`src/rtl/dna_rd_pkg.sv`:
```
// Shared types and constants for the DNA FIFO read controller.
package dna_rd_pkg;

  typedef enum logic [1:0] {IDLE, RUN, DRAIN} dna_rd_state_t;

  localparam int DNA_RD_MAX_DEPTH = 128;
  localparam int DNA_RD_BUF_DEPTH = 2;

  // FIFO depth from the runtime address width; widths beyond 7 clamp to the max.
  function automatic logic [7:0] dna_rd_depth(input logic [6:0] aw);
    if (aw >= 7'd7) return 8'(DNA_RD_MAX_DEPTH);
    return 8'd1 << aw;
  endfunction

endpackage

```
`src/rtl/dna_rd_skid_buf.sv`:
```
// Two-entry data+last skid buffer; entry 0 is always the head.
module dna_rd_skid_buf
  import dna_rd_pkg::*;
#(
  parameter int DATA_WIDTH = 8
) (
  input  logic                  clk,
  input  logic                  reset,
  input  logic                  push,
  input  logic [DATA_WIDTH-1:0] push_data,
  input  logic                  push_last,
  input  logic                  pop,
  output logic [DATA_WIDTH-1:0] out_data,
  output logic                  out_last,
  output logic                  valid,
  output logic [1:0]            count
);

  logic [DATA_WIDTH:0] ent0, ent1;
  logic                pop_ok, push_ok;

  assign pop_ok  = pop && (count != 2'd0);
  assign push_ok = push && ((count < 2'(DNA_RD_BUF_DEPTH)) || pop_ok);

  always_ff @(posedge clk or posedge reset) begin
    if (reset) begin
      ent0  <= '0;
      ent1  <= '0;
      count <= 2'd0;
    end else begin
      case ({push_ok, pop_ok})
        2'b10: begin
          if (count == 2'd0) ent0 <= {push_last, push_data};
          else               ent1 <= {push_last, push_data};
          count <= count + 2'd1;
        end
        2'b01: begin
          ent0  <= ent1;
          count <= count - 2'd1;
        end
        2'b11: begin
          // Simultaneous push/pop keeps the count; the new word lands behind any survivor.
          if (count == 2'd1) ent0 <= {push_last, push_data};
          else begin
            ent0 <= ent1;
            ent1 <= {push_last, push_data};
          end
        end
        default: ;
      endcase
    end
  end

  assign out_data = ent0[DATA_WIDTH-1:0];
  assign out_last = ent0[DATA_WIDTH];
  assign valid    = (count != 2'd0);

endmodule

```
`src/rtl/dna_fifo_reader.sv`:
```
// Burst read controller for the DNA sample FIFO with a valid/ready/last output stream.
// Define DNA_RD_OCC_CHK_EN to enable occupancy tracking, read gating and overflow flagging.
module dna_fifo_reader
  import dna_rd_pkg::*;
#(
  parameter int DATA_WIDTH = 8,
  parameter int LEN_WIDTH  = 16
) (
  input  logic                  clk,
  input  logic                  reset,
  input  logic [6:0]            addr_width,
  input  logic                  start,
  input  logic [LEN_WIDTH-1:0]  burst_len,
  output logic                  busy,
  output logic                  done,
  input  logic                  wr_seen,
  output logic                  fifo_rd,
  input  logic [DATA_WIDTH-1:0] fifo_r_data,
  output logic [DATA_WIDTH-1:0] m_data,
  output logic                  m_valid,
  input  logic                  m_ready,
  output logic                  m_last,
  output logic [7:0]            occupancy,
  output logic                  err_overflow
);

  dna_rd_state_t        state;
  logic [LEN_WIDTH-1:0] rem;
  logic [1:0]           buf_cnt;
  logic                 pop, occ_ok;

  assign pop     = m_valid && m_ready;
  assign fifo_rd = (state == RUN) && (rem != '0) &&
                   (buf_cnt < 2'(DNA_RD_BUF_DEPTH)) && occ_ok;

  always_ff @(posedge clk or posedge reset) begin
    if (reset) begin
      state <= IDLE;
      rem   <= '0;
      busy  <= 1'b0;
      done  <= 1'b0;
    end else begin
      done <= 1'b0;
      case (state)
        IDLE: if (start) begin
          if (burst_len != '0) begin
            state <= RUN;
            rem   <= burst_len;
            busy  <= 1'b1;
          end else begin
            done <= 1'b1;
          end
        end
        RUN: if (fifo_rd) begin
          rem <= rem - LEN_WIDTH'(1);
          if (rem == LEN_WIDTH'(1)) state <= DRAIN;
        end
        DRAIN: if (pop && m_last) begin
          // The flagged word is always the final buffered one, so its handshake ends the burst.
          state <= IDLE;
          busy  <= 1'b0;
          done  <= 1'b1;
        end
        default: state <= IDLE;
      endcase
    end
  end

  dna_rd_skid_buf #(.DATA_WIDTH(DATA_WIDTH)) u_buf (
    .clk      (clk),
    .reset    (reset),
    .push     (fifo_rd),
    .push_data(fifo_r_data),
    .push_last(rem == LEN_WIDTH'(1)),
    .pop      (pop),
    .out_data (m_data),
    .out_last (m_last),
    .valid    (m_valid),
    .count    (buf_cnt)
  );

`ifdef DNA_RD_OCC_CHK_EN
  logic [7:0] occ_q, depth;
  logic       err_q, full;

  assign depth = dna_rd_depth(addr_width);
  assign full  = (occ_q >= depth);

  always_ff @(posedge clk or posedge reset) begin
    if (reset) begin
      occ_q <= 8'd0;
      err_q <= 1'b0;
    end else begin
      if (wr_seen && full) err_q <= 1'b1;
      if (wr_seen && fifo_rd) occ_q <= occ_q;
      else if (wr_seen && !full) occ_q <= occ_q + 8'd1;
      else if (fifo_rd) occ_q <= occ_q - 8'd1;
    end
  end

  assign occ_ok       = (occ_q != 8'd0);
  assign occupancy    = occ_q;
  assign err_overflow = err_q;
`else
  logic unused_ok;
  assign unused_ok    = ^{addr_width, wr_seen};
  assign occ_ok       = 1'b1;
  assign occupancy    = 8'd0;
  assign err_overflow = 1'b0;
`endif

endmodule

```
`config.mk`:
```
export PLATFORM = sky130hd
export DESIGN_NAME = dna_fifo_reader
export DESIGN_NICKNAME = d
export VERILOG_FILES = /design/src/rtl/dna_rd_pkg.sv /design/src/rtl/dna_rd_skid_buf.sv /design/src/rtl/dna_fifo_reader.sv
export SDC_FILE = /design/constraint.sdc
export NUM_CORES = 1
export LEC_CHECK = 0
export ABC_AREA = 0
export CORE_MARGIN = 8
export CORE_UTILIZATION = 40
export DETAILED_ROUTE_END_ITERATION = 16
export PLACE_DENSITY = 0.76
export SLEW_MARGIN = 30
export SYNTH_ARGS = -nofsm -noshare
export SYNTH_HDL_FRONTEND = slang
export SYNTH_SLANG_ARGS = --single-unit
```
`constraint.sdc`:
```
create_clock -name clk -period 4.6 [get_ports clk]
set_clock_uncertainty 0.1 [all_clocks]
set_input_delay 0.69 -clock clk [delete_from_list [all_inputs] [get_ports clk]]
set_output_delay 0.69 -clock clk [all_outputs]
set_load 0.01 [all_outputs]
```
==> results.sh <==
export IMPL_status="complete, no violations"
export IMPL_placed_cells=353
export IMPL_die_h_um=93.4
export IMPL_tritoncts="built"
export IMPL_hp_class="reg2reg"
export IMPL_power_leakage_nw=1.16
export IMPL_grt_max_degree=41
export IMPL_initial_core_util=0.409
export IMPL_grt_pass1_wl_mm=9.41
export IMPL_required_ps=3810
export IMPL_period_needed_ps=3220
export IMPL_fin_cells=361
export IMPL_cts_buffer_depth=2
export IMPL_pwr_density_cell_nw_per_um2=532
export IMPL_max_freq_ghz=0.311
export IMPL_tns_ps=0
export IMPL_synth_seq_cells=40
export IMPL_ir_drop_mv=0.288
export IMPL_seqCellArea_um2=1000
export IMPL_worstMarginPinSlew_ps=925
export IMPL_antenna_cells=0
export IMPL_drcViolationCount=0
export IMPL_synthArstFlopShare=1.00
export IMPL_relSlewSlack=0.382
export IMPL_rows=28
export IMPL_grt_pass1_vias=2025
export IMPL_die_area_um2=8720
export IMPL_nets=329
export IMPL_ys_warn_count=0
export IMPL_postSynthCellCount=244
export IMPL_synth_cell_types=48
export IMPL_hold_buffers=0
export IMPL_cts_resized_gates=0
export IMPL_swShare=0.362
export IMPL_fill_cells=538
export IMPL_seqPwrFrac=0.370
export IMPL_finalSetupViolCount=0
export IMPL_syn2layout_area_growth_pct=23.4
export IMPL_internal_power_mw=1.00
export IMPL_gr_total_overflow=0
export IMPL_die_w_um=93.4
export IMPL_vias_per_cell=5.53
export IMPL_place_gp_congestion=0.847
export IMPL_multiInputGateArea_um2=1260
export IMPL_synth_edff_count=0
export IMPL_drt_initial_drc_count=82
export IMPL_rsz0062_at_grt="false"
export IMPL_firstDrtPassIters=5
export IMPL_cp_slowest_cell="or4_4"
export IMPL_clock_latency_ps=300
export IMPL_clock_sinks=40
export IMPL_core_um2=5850
export IMPL_cap_violations=0
export IMPL_synth_flop_cell="dfrtp_1"
export IMPL_antenna_found_initial=0
export IMPL_syn_area_per_cell_um2=9.81
export IMPL_netlist_area_um2=2390
export IMPL_clkPwrFrac=0.187
export IMPL_htree_levels=2
export IMPL_cp_max_fo=6
export IMPL_root_buffer="clkbuf_8"
export IMPL_combPwrFrac=0.443
export IMPL_crit_type="reg2out"
export IMPL_cp_arrival_ps=2430
export IMPL_crit_chain="or4_4 > nor4b_4 > a311o_2 > inv_1 > clkdlybuf4s50_1"
export IMPL_cts_clk_slew_worst_paths_ps=80
export IMPL_grt_usage=0.133
export IMPL_utilization=0.505
export IMPL_dp_hpwl_mm=4.07
export IMPL_start_kind="flip-flop"
export IMPL_ios=58
export IMPL_postRouteWirelength_mm=5.65
export IMPL_num_vias=1996
export IMPL_layout_worst_path_cycle_share=0.699
export IMPL_drv_slew=0
export IMPL_final_layout_size_suffix_gt1_frac=0.150
export IMPL_numCtsBuffers=5
export IMPL_ant_nets=0
export IMPL_ys_seq_area_frac=0.418
export IMPL_path_buf_inv=2
export IMPL_wl_per_cell_um=15.6
export IMPL_post_cts_buffers=0
export IMPL_hold_violations=0
export IMPL_io_buffers=40
export IMPL_cp_top_family="simple AND/OR/NAND/NOR gates"
export IMPL_end_kind="output port"
export IMPL_switching_power_mw=0.569
export IMPL_cpPeakStageDelay_ps=590
-- worst reg2reg max path: cells and delay by family, from the launching register on --
family	cells	cell delay, ps
adders and majority gates	1	260
buffers and inverters	1	170
muxes	1	260
AOI/OAI and AO/OA	2	590
and+or+nand+nor	4	1210
DFF	1	440
-- routing by layer --
layer	routed length, um	part of all wire	up-vias	global-route usage
li1	-	-	971	-
met1	2470	0.44	944	0.161
met2	2510	0.44	74	0.204
met3	606	0.11	7	0.0577
met4	59	0.010	0	0.0510
met5	0	0	-	0
-- state kept, by name, indices dropped and copies added, names as in the netlist --
| register | flops |
|---|---|
| state | 2 |
| rem | 16 |
| busy | 1 |
| u_buf.ent0 | 9 |
| u_buf.ent1 | 9 |
| done | 1 |
| u_buf.count | 2 |
-- cells by family (layout without fill, tap and decap cells) --
logic type,Yosys count,in the layout,share of synthesized area
AO/OA/AOI/OAI,66,66,0.199
flip-flops,40,40,0.418
adder cells (fa/ha/maj),8,8,0.0418
multiplexers,22,22,0.104
AND/OR/NAND/NOR,69,69,0.152
XOR/XNOR,5,5,0.0183
other,1,9,0.00157
buffers and inverters,33,67,0.0664
-- worst paths after layout --
path                            slack [ps]     startpoint            end  depth (start not counted)
min in group asynchronous              710          reset        rem[12]                          3
worst max register to register        1460        rem[11]  u_buf.ent0[3]                          9
worst min register to register         410  u_buf.ent1[8]  u_buf.ent1[8]                          2
worst min-delay path                   410  u_buf.ent1[8]  u_buf.ent1[8]                          2
max in group asynchronous             3340          reset         rem[4]                          3
worst max-delay path                  1380        rem[11]        fifo_rd                          5
-- cells in the mapped netlist (all sizes together) (2+ instances only) --
library cell	count	area, um2
inv	16	60.1
or3	3	18.8
a211oi	3	22.5
nand2	23	86.3
nor4b	2	32.5
nor4	6	37.5
a22o	9	78.8
o21ai	13	68.8
buf	11	76.3
xnor2	4	35.0
nor3	10	50.1
nor2b	2	12.5
clkbuf	6	22.5
nor2	10	37.5
ha	8	100
mux2	22	248
o21a	2	15.0
o31ai	3	22.5
or4	2	22.5
o211ai	8	60.1
nand3	6	30.0
o311ai	2	17.5
a21oi	10	61.3
a31oi	6	37.5
dfrtp	40	1000
-- power by group through the flow --
stage	logic [mW]	registers, mW	clock network (mW)
after floorplan	0.472	0.579	0
after global placement	0.684	0.581	0
after detailed placement	0.700	0.585	0
after CTS	0.704	0.580	0.301
after global routing	0.767	0.601	0.318
final	0.695	0.581	0.293
-- stage by stage --
| stage | power [mW] | setup slack, ps | instance area, um2 | hold slack (ps) |
|---|---|---|---|---|
| floorplan | 1.05 | 1440 | 2420 | 350 |
| global placement | 1.27 | 1480 | 2840 | 369 |
| detailed placement | 1.29 | 1450 | 2840 | 391 |
| CTS | 1.59 | 1350 | 2950 | 410 |
| global route | 1.69 | 1290 | 2950 | 431 |
| finish | 1.57 | 1380 | 2950 | 407 |
-- cells in the final DEF (no fill, tap or decap), types with 2 or more instances in the layout --
cell,instances
dfrtp_1,40
clkdlybuf4s50_1,40
nand2_1,23
mux2_2,22
inv_1,15
o21ai_0,12
nor3_1,10
nor2_1,10
a21oi_1,9
a22o_1,9
conb_1,9
o211ai_1,8
ha_1,8
nor4_1,6
nand3_1,6
a31oi_1,6
clkbuf_8,5
xnor2_1,4
or3_1,3
o31ai_1,3
a211oi_1,3
buf_4,3
or4_4,2
nor2b_1,2
o311ai_0,2
o21a_1,2
-- cell type report --
cell class,count,area share
clock buffer,5,0.0233
sequential,40,0.339
inverter,16,0.0203
multi-input combinational,179,0.428
clock inverter,3,0.0144
tap,75,0.0318
timing repair buffer,43,0.143
(Power assumes the default switching activity.)
